**src/rtl/upsample_pkg.sv**
```systemverilog
// rtl/upsample_pkg.sv - shared types, default widths and helpers for the upsample scheduler
package upsample_pkg;

  localparam int DATA_W_DEF  = 32;
  localparam int DIV_W_DEF   = 16;
  localparam int RATIO_W_DEF = 4;

  typedef enum logic [1:0] {
    IDLE  = 2'd0,
    FETCH = 2'd1,
    RUN   = 2'd2
  } state_t;

  // A ratio of 0 has no meaningful frame, so it runs as plain pass-through (L=1).
  function automatic logic [RATIO_W_DEF-1:0] clamp_ratio(input logic [RATIO_W_DEF-1:0] r);
    return (r == '0) ? RATIO_W_DEF'(1) : r;
  endfunction

endpackage

```
**src/rtl/upsample_scheduler_if.sv**
```systemverilog
// rtl/upsample_scheduler_if.sv - sample input handshake and zero-stuffed output stream
interface upsample_scheduler_if
  import upsample_pkg::*;
#(
  parameter int DATA_W  = DATA_W_DEF,
  parameter int RATIO_W = RATIO_W_DEF
);
  logic [DATA_W-1:0]  in_data;
  logic               in_valid;
  logic               in_ready;
  logic [DATA_W-1:0]  out_data;
  logic               out_valid;
  logic [RATIO_W-1:0] phase;

  modport master (
    output in_data, in_valid,
    input  in_ready, out_data, out_valid, phase
  );

  modport slave (
    input  in_data, in_valid,
    output in_ready, out_data, out_valid, phase
  );
endinterface

```
**src/rtl/upsample_scheduler_rate_tick_gen.sv**
```systemverilog
// rtl/upsample_scheduler_rate_tick_gen.sv - loadable down-counter that ticks once per reload+1 cycles
module rate_tick_gen #(
  parameter int DIV_W = 16
) (
  input  logic             clk,
  input  logic             rst,
  input  logic             load,
  input  logic             en,
  input  logic [DIV_W-1:0] reload,
  output logic             tick
);
  logic [DIV_W-1:0] count;

  always_ff @(posedge clk or posedge rst) begin
    if (rst) begin
      count <= '0;
    end else if (load || (en && count == '0)) begin
      count <= reload;
    end else if (en) begin
      count <= count - DIV_W'(1);
    end
  end

  assign tick = en && (count == '0);
endmodule

```
**src/rtl/upsample_scheduler.sv**
```systemverilog
// rtl/upsample_scheduler.sv - zero-stuffing interpolator sequencer: fetch, output-rate tick, phase, underrun
module upsample_scheduler
  import upsample_pkg::*;
#(
  parameter int DATA_W  = DATA_W_DEF,
  parameter int DIV_W   = DIV_W_DEF,
  parameter int RATIO_W = RATIO_W_DEF,
  parameter int CNT_W   = 16
) (
  input  logic                clk,
  input  logic                rst,
  input  logic                enable,
  input  logic [DIV_W-1:0]    clk_div,
  input  logic [RATIO_W-1:0]  ratio,
  upsample_scheduler_if.slave bus,
  output logic                underrun,
  output logic [CNT_W-1:0]    underrun_cnt,
  output logic                busy
);
  state_t             state;
  logic [DIV_W-1:0]   div_r;
  logic [RATIO_W-1:0] l_r;
  logic [RATIO_W-1:0] phase_r;
  logic [RATIO_W-1:0] phase_last;
  logic [DATA_W-1:0]  hold;
  logic               hold_full;

  logic tick;
  logic accept;
  logic frame_end;
  logic consume;

  assign accept    = bus.in_valid && bus.in_ready;
  assign frame_end = tick && (phase_r == l_r - RATIO_W'(1));
  assign consume   = tick && (phase_r == '0) && hold_full;

  // New clk_div takes effect from the first period of the following frame.
  rate_tick_gen #(.DIV_W(DIV_W)) u_tick (
    .clk    (clk),
    .rst    (rst),
    .load   (state == FETCH && accept),
    .en     (state == RUN),
    .reload (frame_end ? clk_div : div_r),
    .tick   (tick)
  );

  assign bus.in_ready  = (state == FETCH) || (state == RUN && !hold_full);
  assign bus.out_valid = tick;
  assign bus.out_data  = consume ? hold : '0;
  assign bus.phase     = tick ? phase_r : phase_last;
  assign underrun      = tick && (phase_r == '0) && !hold_full;
  assign busy          = (state != IDLE);

  always_ff @(posedge clk or posedge rst) begin
    if (rst) begin
      state        <= IDLE;
      div_r        <= '0;
      l_r          <= RATIO_W'(1);
      phase_r      <= '0;
      phase_last   <= '0;
      hold         <= '0;
      hold_full    <= 1'b0;
      underrun_cnt <= '0;
    end else begin
      case (state)
        IDLE: begin
          if (enable) begin
            div_r <= clk_div;
            l_r   <= clamp_ratio(ratio);
            state <= FETCH;
          end
        end
        FETCH: begin
          if (accept) begin
            hold      <= bus.in_data;
            hold_full <= 1'b1;
            phase_r   <= '0;
            state     <= RUN;
          end else if (!enable) begin
            state <= IDLE;
          end
        end
        RUN: begin
          // A sample landing on a starved phase-0 tick is kept for the next frame.
          if (accept) begin
            hold      <= bus.in_data;
            hold_full <= 1'b1;
          end else if (consume) begin
            hold_full <= 1'b0;
          end
          if (tick) begin
            phase_last <= phase_r;
            phase_r    <= frame_end ? '0 : phase_r + RATIO_W'(1);
          end
          if (underrun && underrun_cnt != '1) begin
            underrun_cnt <= underrun_cnt + CNT_W'(1);
          end
          if (frame_end) begin
            div_r <= clk_div;
            l_r   <= clamp_ratio(ratio);
            if (!enable) begin
              state     <= IDLE;
              hold_full <= 1'b0;
              phase_r   <= '0;
            end
          end
        end
        default: state <= IDLE;
      endcase
    end
  end
endmodule

```
**src/flat_wrapper.sv**
```systemverilog
// flat-port wrapper written by rule: the top's interface ports become plain ports
module upsample_scheduler_flat import upsample_pkg::*;
#(
  parameter int DATA_W  = DATA_W_DEF,
  parameter int DIV_W   = DIV_W_DEF,
  parameter int RATIO_W = RATIO_W_DEF,
  parameter int CNT_W   = 16
)
  (clk, rst, enable, clk_div, ratio, underrun, underrun_cnt, busy, bus_in_data, bus_in_valid, bus_in_ready, bus_out_data, bus_out_valid, bus_phase);
  upsample_scheduler_if #(.DATA_W(DATA_W), .RATIO_W(RATIO_W)) bus_i ();
  input  logic clk;
  input  logic rst;
  input  logic enable;
  input  logic [DIV_W-1:0] clk_div;
  input  logic [RATIO_W-1:0] ratio;
  output logic underrun;
  output logic [CNT_W-1:0] underrun_cnt;
  output logic busy;
  input wire logic [$bits(bus_i.in_data)-1:0] bus_in_data;
  input wire logic [$bits(bus_i.in_valid)-1:0] bus_in_valid;
  output wire logic [$bits(bus_i.in_ready)-1:0] bus_in_ready;
  output wire logic [$bits(bus_i.out_data)-1:0] bus_out_data;
  output wire logic [$bits(bus_i.out_valid)-1:0] bus_out_valid;
  output wire logic [$bits(bus_i.phase)-1:0] bus_phase;
  assign bus_i.in_data = bus_in_data;
  assign bus_i.in_valid = bus_in_valid;
  assign bus_in_ready = bus_i.in_ready;
  assign bus_out_data = bus_i.out_data;
  assign bus_out_valid = bus_i.out_valid;
  assign bus_phase = bus_i.phase;
  upsample_scheduler #(.DATA_W(DATA_W), .DIV_W(DIV_W), .RATIO_W(RATIO_W), .CNT_W(CNT_W)) u_core (.clk(clk), .rst(rst), .enable(enable), .clk_div(clk_div), .ratio(ratio), .bus(bus_i), .underrun(underrun), .underrun_cnt(underrun_cnt), .busy(busy));
endmodule
```
**config.mk**
```make
export PLATFORM = sky130hd
export DESIGN_NAME = upsample_scheduler_flat
export DESIGN_NICKNAME = d
export VERILOG_FILES = /design/src/rtl/upsample_pkg.sv /design/src/rtl/upsample_scheduler_if.sv /design/src/rtl/upsample_scheduler_rate_tick_gen.sv /design/src/rtl/upsample_scheduler.sv /design/src/flat_wrapper.sv
export SDC_FILE = /design/constraint.sdc
export NUM_CORES = 1
export LEC_CHECK = 0
export BUFFER_PORTS_ARGS = -buffer_cell sky130_fd_sc_hd__buf_2
export CORE_MARGIN = 10
export CORE_UTILIZATION = 40
export CTS_CLUSTER_DIAMETER = 120
export DETAILED_ROUTE_END_ITERATION = 10
export SLEW_MARGIN = 20
export SYNTH_ARGS = -nofsm -noshare
export SYNTH_HDL_FRONTEND = slang
export SYNTH_HIERARCHICAL = 1
export SYNTH_SLANG_ARGS = --single-unit
```
**constraint.sdc**
```tcl
create_clock -name clk -period 7.9 [get_ports clk]
set_input_delay 1.185 -clock clk [delete_from_list [all_inputs] [get_ports clk]]
set_output_delay 1.185 -clock clk [all_outputs]
set_load 0.005 [all_outputs]
```
==> flow_summary.json <==
{
  "leakage_nw": 3.119,
  "cp_top_family": "simple AND/OR/NAND/NOR gates",
  "grt_first_pass_wirelength_um": 26220,
  "grt.overflow.total": 0,
  "drt-vias-per-instance": 5.811,
  "yosys.area_share.simple_pct": 17.48,
  "relSlewSlack_pct": 28.83,
  "cp-start-kind": "flip-flop",
  "place_ws_ns": 4.274,
  "finalSetupViolations": 0,
  "cts.clk_slew.worst_paths_ns": 0.07,
  "port_buffers": 111,
  "setup_ws_ns": 3.860,
  "critPathLaunch": "u_core/state[0]$_DFFE_PP0P_",
  "ys_seq_elements": 95,
  "power_mw": 2.203,
  "cts_setup_buffers": 0,
  "io_pins": 112,
  "rows": 44,
  "powerDensity_nw_per_um2": 322.6,
  "fin_nets": 708,
  "cts-resized-gates": 0,
  "yosys.area_share.adder_pct": 1.935,
  "grt_pass1_vias": 5020,
  "nFillCells": 1341,
  "synth_top_family_by_area": "simple AND/OR/NAND/NOR gates",
  "hold_class": "reg -> reg",
  "ys_dominant_reg_cell": "dfrtp_1",
  "period_minus_slack_ns": 4.040,
  "rsz0062_at_grt": "false",
  "die_h_um": 140.6,
  "detail_route.wl_per_cell_um": 19.38,
  "drive_gt1_share_pct": 35.80,
  "grtUsageTotal_pct": 15.98,
  "netlist_area_sq_um": 5819,
  "timing_hold_violations_final": 0,
  "ant_nets": 0,
  "crit_fanout": 32,
  "p_int_mw": 1.313,
  "final.setup_skew_ns": 0.01107,
  "drc": 0,
  "fin_setup_tns_ns": 0,
  "clockBufferDepth": 2,
  "crit_buf_inv": 3,
  "final_max_slew_viol_count": 0,
  "swShare_pct": 40.40,
  "antenna_found_initial": 2,
  "yosys.area_share.xor_xnor_pct": 5.354,
  "path_cells": "inv_1 > ha_2 > and4bb_4 > nand4_4 > nor3_2 > buf_4 > nand4bb_1 > nor2_1 > buf_2",
  "synth_cells": 556,
  "clkPwrFrac_pct": 19.8,
  "syn-num-nets": 621,
  "cts.sinks": 95,
  "seq_power_share_pct": 37.1,
  "grt_max_degree": 80,
  "min-delay-start": "u_core/underrun_cnt[15]$_DFFE_PP0P_",
  "slowest_stage": "dfrtp_1",
  "cts_max_level": 3,
  "cts_buffers": 9,
  "tightest_slew_ns": 1.066,
  "first_pass_iters": 7,
  "ys_async_sr_fraction_pct": 100.0,
  "cap_violations": 0,
  "synth.area.mux_share_pct": 15.89,
  "synth.avg_cell_area_sq_um": 10.47,
  "fmax_mhz": 247.5,
  "ys_seq_area_share_pct": 40.87,
  "wl_um": 16130,
  "start_util_pct": 40.50,
  "r2r-start": "u_core/state[0]$_DFFE_PP0P_",
  "critPathMaxStageDelay_ns": 0.44,
  "irDropWorstVdd_v": 0.0001775,
  "status": "finished clean",
  "switchingPower_mw": 0.8901,
  "gp_congestion": 0.7925,
  "synth_edf_count": 0,
  "worstSkewPairLatency_ns": 0.36,
  "postCtsHoldBufs": 0,
  "dp_hpwl_um": 10640,
  "diodes": 0,
  "root_buffer": "clkbuf_16",
  "die-area_sq_um": 19770,
  "yosysUniqueCellTypes": 57,
  "period_share_pct": 51.14,
  "yosysWarnings": 6,
  "vias": 4835,
  "drt_iter0_markers": 280,
  "end_kind": "primary output",
  "crit_type": "reg -> out",
  "core_sq_um": 14370,
  "power_frac_comb_pct": 43.1,
  "cp.arrival_ns": 2.86,
  "die_w_um": 140.6,
  "cts_tree": "yes",
  "synth-compound-area-share_pct": 13.59,
  "syn_to_final_growth_pct": 17.37,
  "worstPathRequired_ns": 6.71
}
==> cell families after synthesis <==
group,count (synthesis)
AND/OR/NAND/NOR,172
XOR/XNOR,34
flip-flops,95
buffers and inverters,62
adder cells (fa/ha/maj),9
AO/OA/AOI/OAI,108
multiplexers,76
==> final cells by class <==
class                   count  area (sq um)  share of cell area [%]
clock inverters             7         72.57                   1.062
clock buffers               9         225.2                   3.297
repair buffers            120         646.9                   9.471
flip-flops and latches     95          2379                   34.82
well taps                 184         230.2                   3.371
multi-input cells         399          3208                   46.97
inverters                  18         68.82                   1.008
==> power groups by stage <==
stage / clock, mW / combinational, mW / sequential, mW
floorplan: 0 / 0.722 / 0.781
global placement: 0 / 0.889 / 0.811
detailed placement: 0 / 0.932 / 0.821
CTS: 0.452 / 0.934 / 0.814
global route: 0.471 / 1.04 / 0.842
finish: 0.437 / 0.949 / 0.817
==> metal layers <==
metal / vias up / track usage (%) / wire length (um)
li1: 2254 / - / -
met1: 2381 / 20.48 / 7141
met2: 171 / 24.21 / 7487
met3: 25 / 5.946 / 1228
met4: 4 / 5.435 / 239
met5: - / 0 / 31
==> Yosys cell counts, types with 3 or more instances <==
master / n / area [sq um]
clkbuf_1: 33 / 123.9
xor2_1: 13 / 113.9
ha_1: 9 / 112.6
nor3_1: 10 / 50.05
o21ai_0: 8 / 40.04
buf_6: 4 / 45.04
nor2_1: 17 / 63.81
mux2_2: 55 / 619.3
inv_1: 18 / 67.56
nand3_1: 8 / 40.04
and3_1: 33 / 206.5
nor3b_1: 22 / 165.2
dfrtp_1: 94 / 2352
buf_2: 4 / 20.02
nor4_1: 6 / 37.54
nand4_1: 11 / 68.82
nor2b_1: 3 / 18.77
o211ai_1: 22 / 165.2
mux2_4: 19 / 285.3
a41oi_1: 38 / 332.8
a21oi_1: 25 / 125.1
nand2_1: 38 / 142.6
nand2b_1: 5 / 31.28
a211oi_1: 3 / 22.52
xnor2_1: 20 / 175.2
==> layout by cell type (no fill, tap or decap), types with 3 or more instances in the layout <==
| cell type | n |
|---|---|
| o211ai_1 | 22 |
| inv_1 | 17 |
| clkbuf_16 | 9 |
| xnor2_1 | 19 |
| o21ai_0 | 8 |
| nand4_1 | 11 |
| buf_2 | 111 |
| nor2_1 | 16 |
| a41oi_1 | 38 |
| buf_4 | 7 |
| and3_1 | 33 |
| a21oi_1 | 25 |
| nor2b_1 | 3 |
| a211oi_1 | 3 |
| nor3b_1 | 22 |
| mux2_4 | 19 |
| nand3_1 | 8 |
| mux2_2 | 55 |
| dfrtp_1 | 94 |
| nand2_1 | 38 |
| xor2_1 | 13 |
| ha_1 | 8 |
| nor3_1 | 9 |
| nand2b_1 | 5 |
| nor4_1 | 6 |
==> stage by stage <==
stage / hold slack (ns) / std cells / util [%] / cell area (sq um)
after floorplan: 0.4706 / 556 / - / 5819
after global placement: 0.4797 / 815 / 45.20 / 6495
after detailed placement: 0.4838 / 815 / 45.20 / 6495
after CTS: 0.4951 / 831 / 47.27 / 6793
after global routing: 0.5126 / 832 / 47.54 / 6830
final: 0.4973 / 832 / 47.54 / 6830
==> worst reg2reg max path, delay by kind of cell, from the launching register on <==
family	cells	cell delay, ns
mux	2	0.69
buf+inv	2	0.55
flops	1	0.44
simple gates	5	1.68
fa+ha+maj	1	0.20
==> path summary, 6_finish.rpt <==
check,endpoint,slack [ns],cells after the start
min,u_core/underrun_cnt[15]$_DFFE_PP0P_,0.50,1
min in group asynchronous,u_core/u_tick/count[11]$_DFFE_PP0P_,0.93,2
max reg2reg,u_core/u_tick/count[1]$_DFFE_PP0P_,4.24,10
max,underrun,3.86,9
min reg2reg,u_core/underrun_cnt[15]$_DFFE_PP0P_,0.50,1
max in group asynchronous,u_core/div_r[2]$_DFFE_PP0P_,6.37,3
==> flip-flops by register name, summed over array words and instances, names as in the netlist <==
| name | count |
|---|---|
| u_core/div_r | 16 |
| u_core/hold | 32 |
| u_core/hold_full | 1 |
| u_core/l_r | 4 |
| u_core/phase_last | 4 |
| u_core/phase_r | 4 |
| u_core/state | 2 |
| u_core/u_tick/count | 16 |
| u_core/underrun_cnt | 16 |
Power figures use the tool's default switching activity.
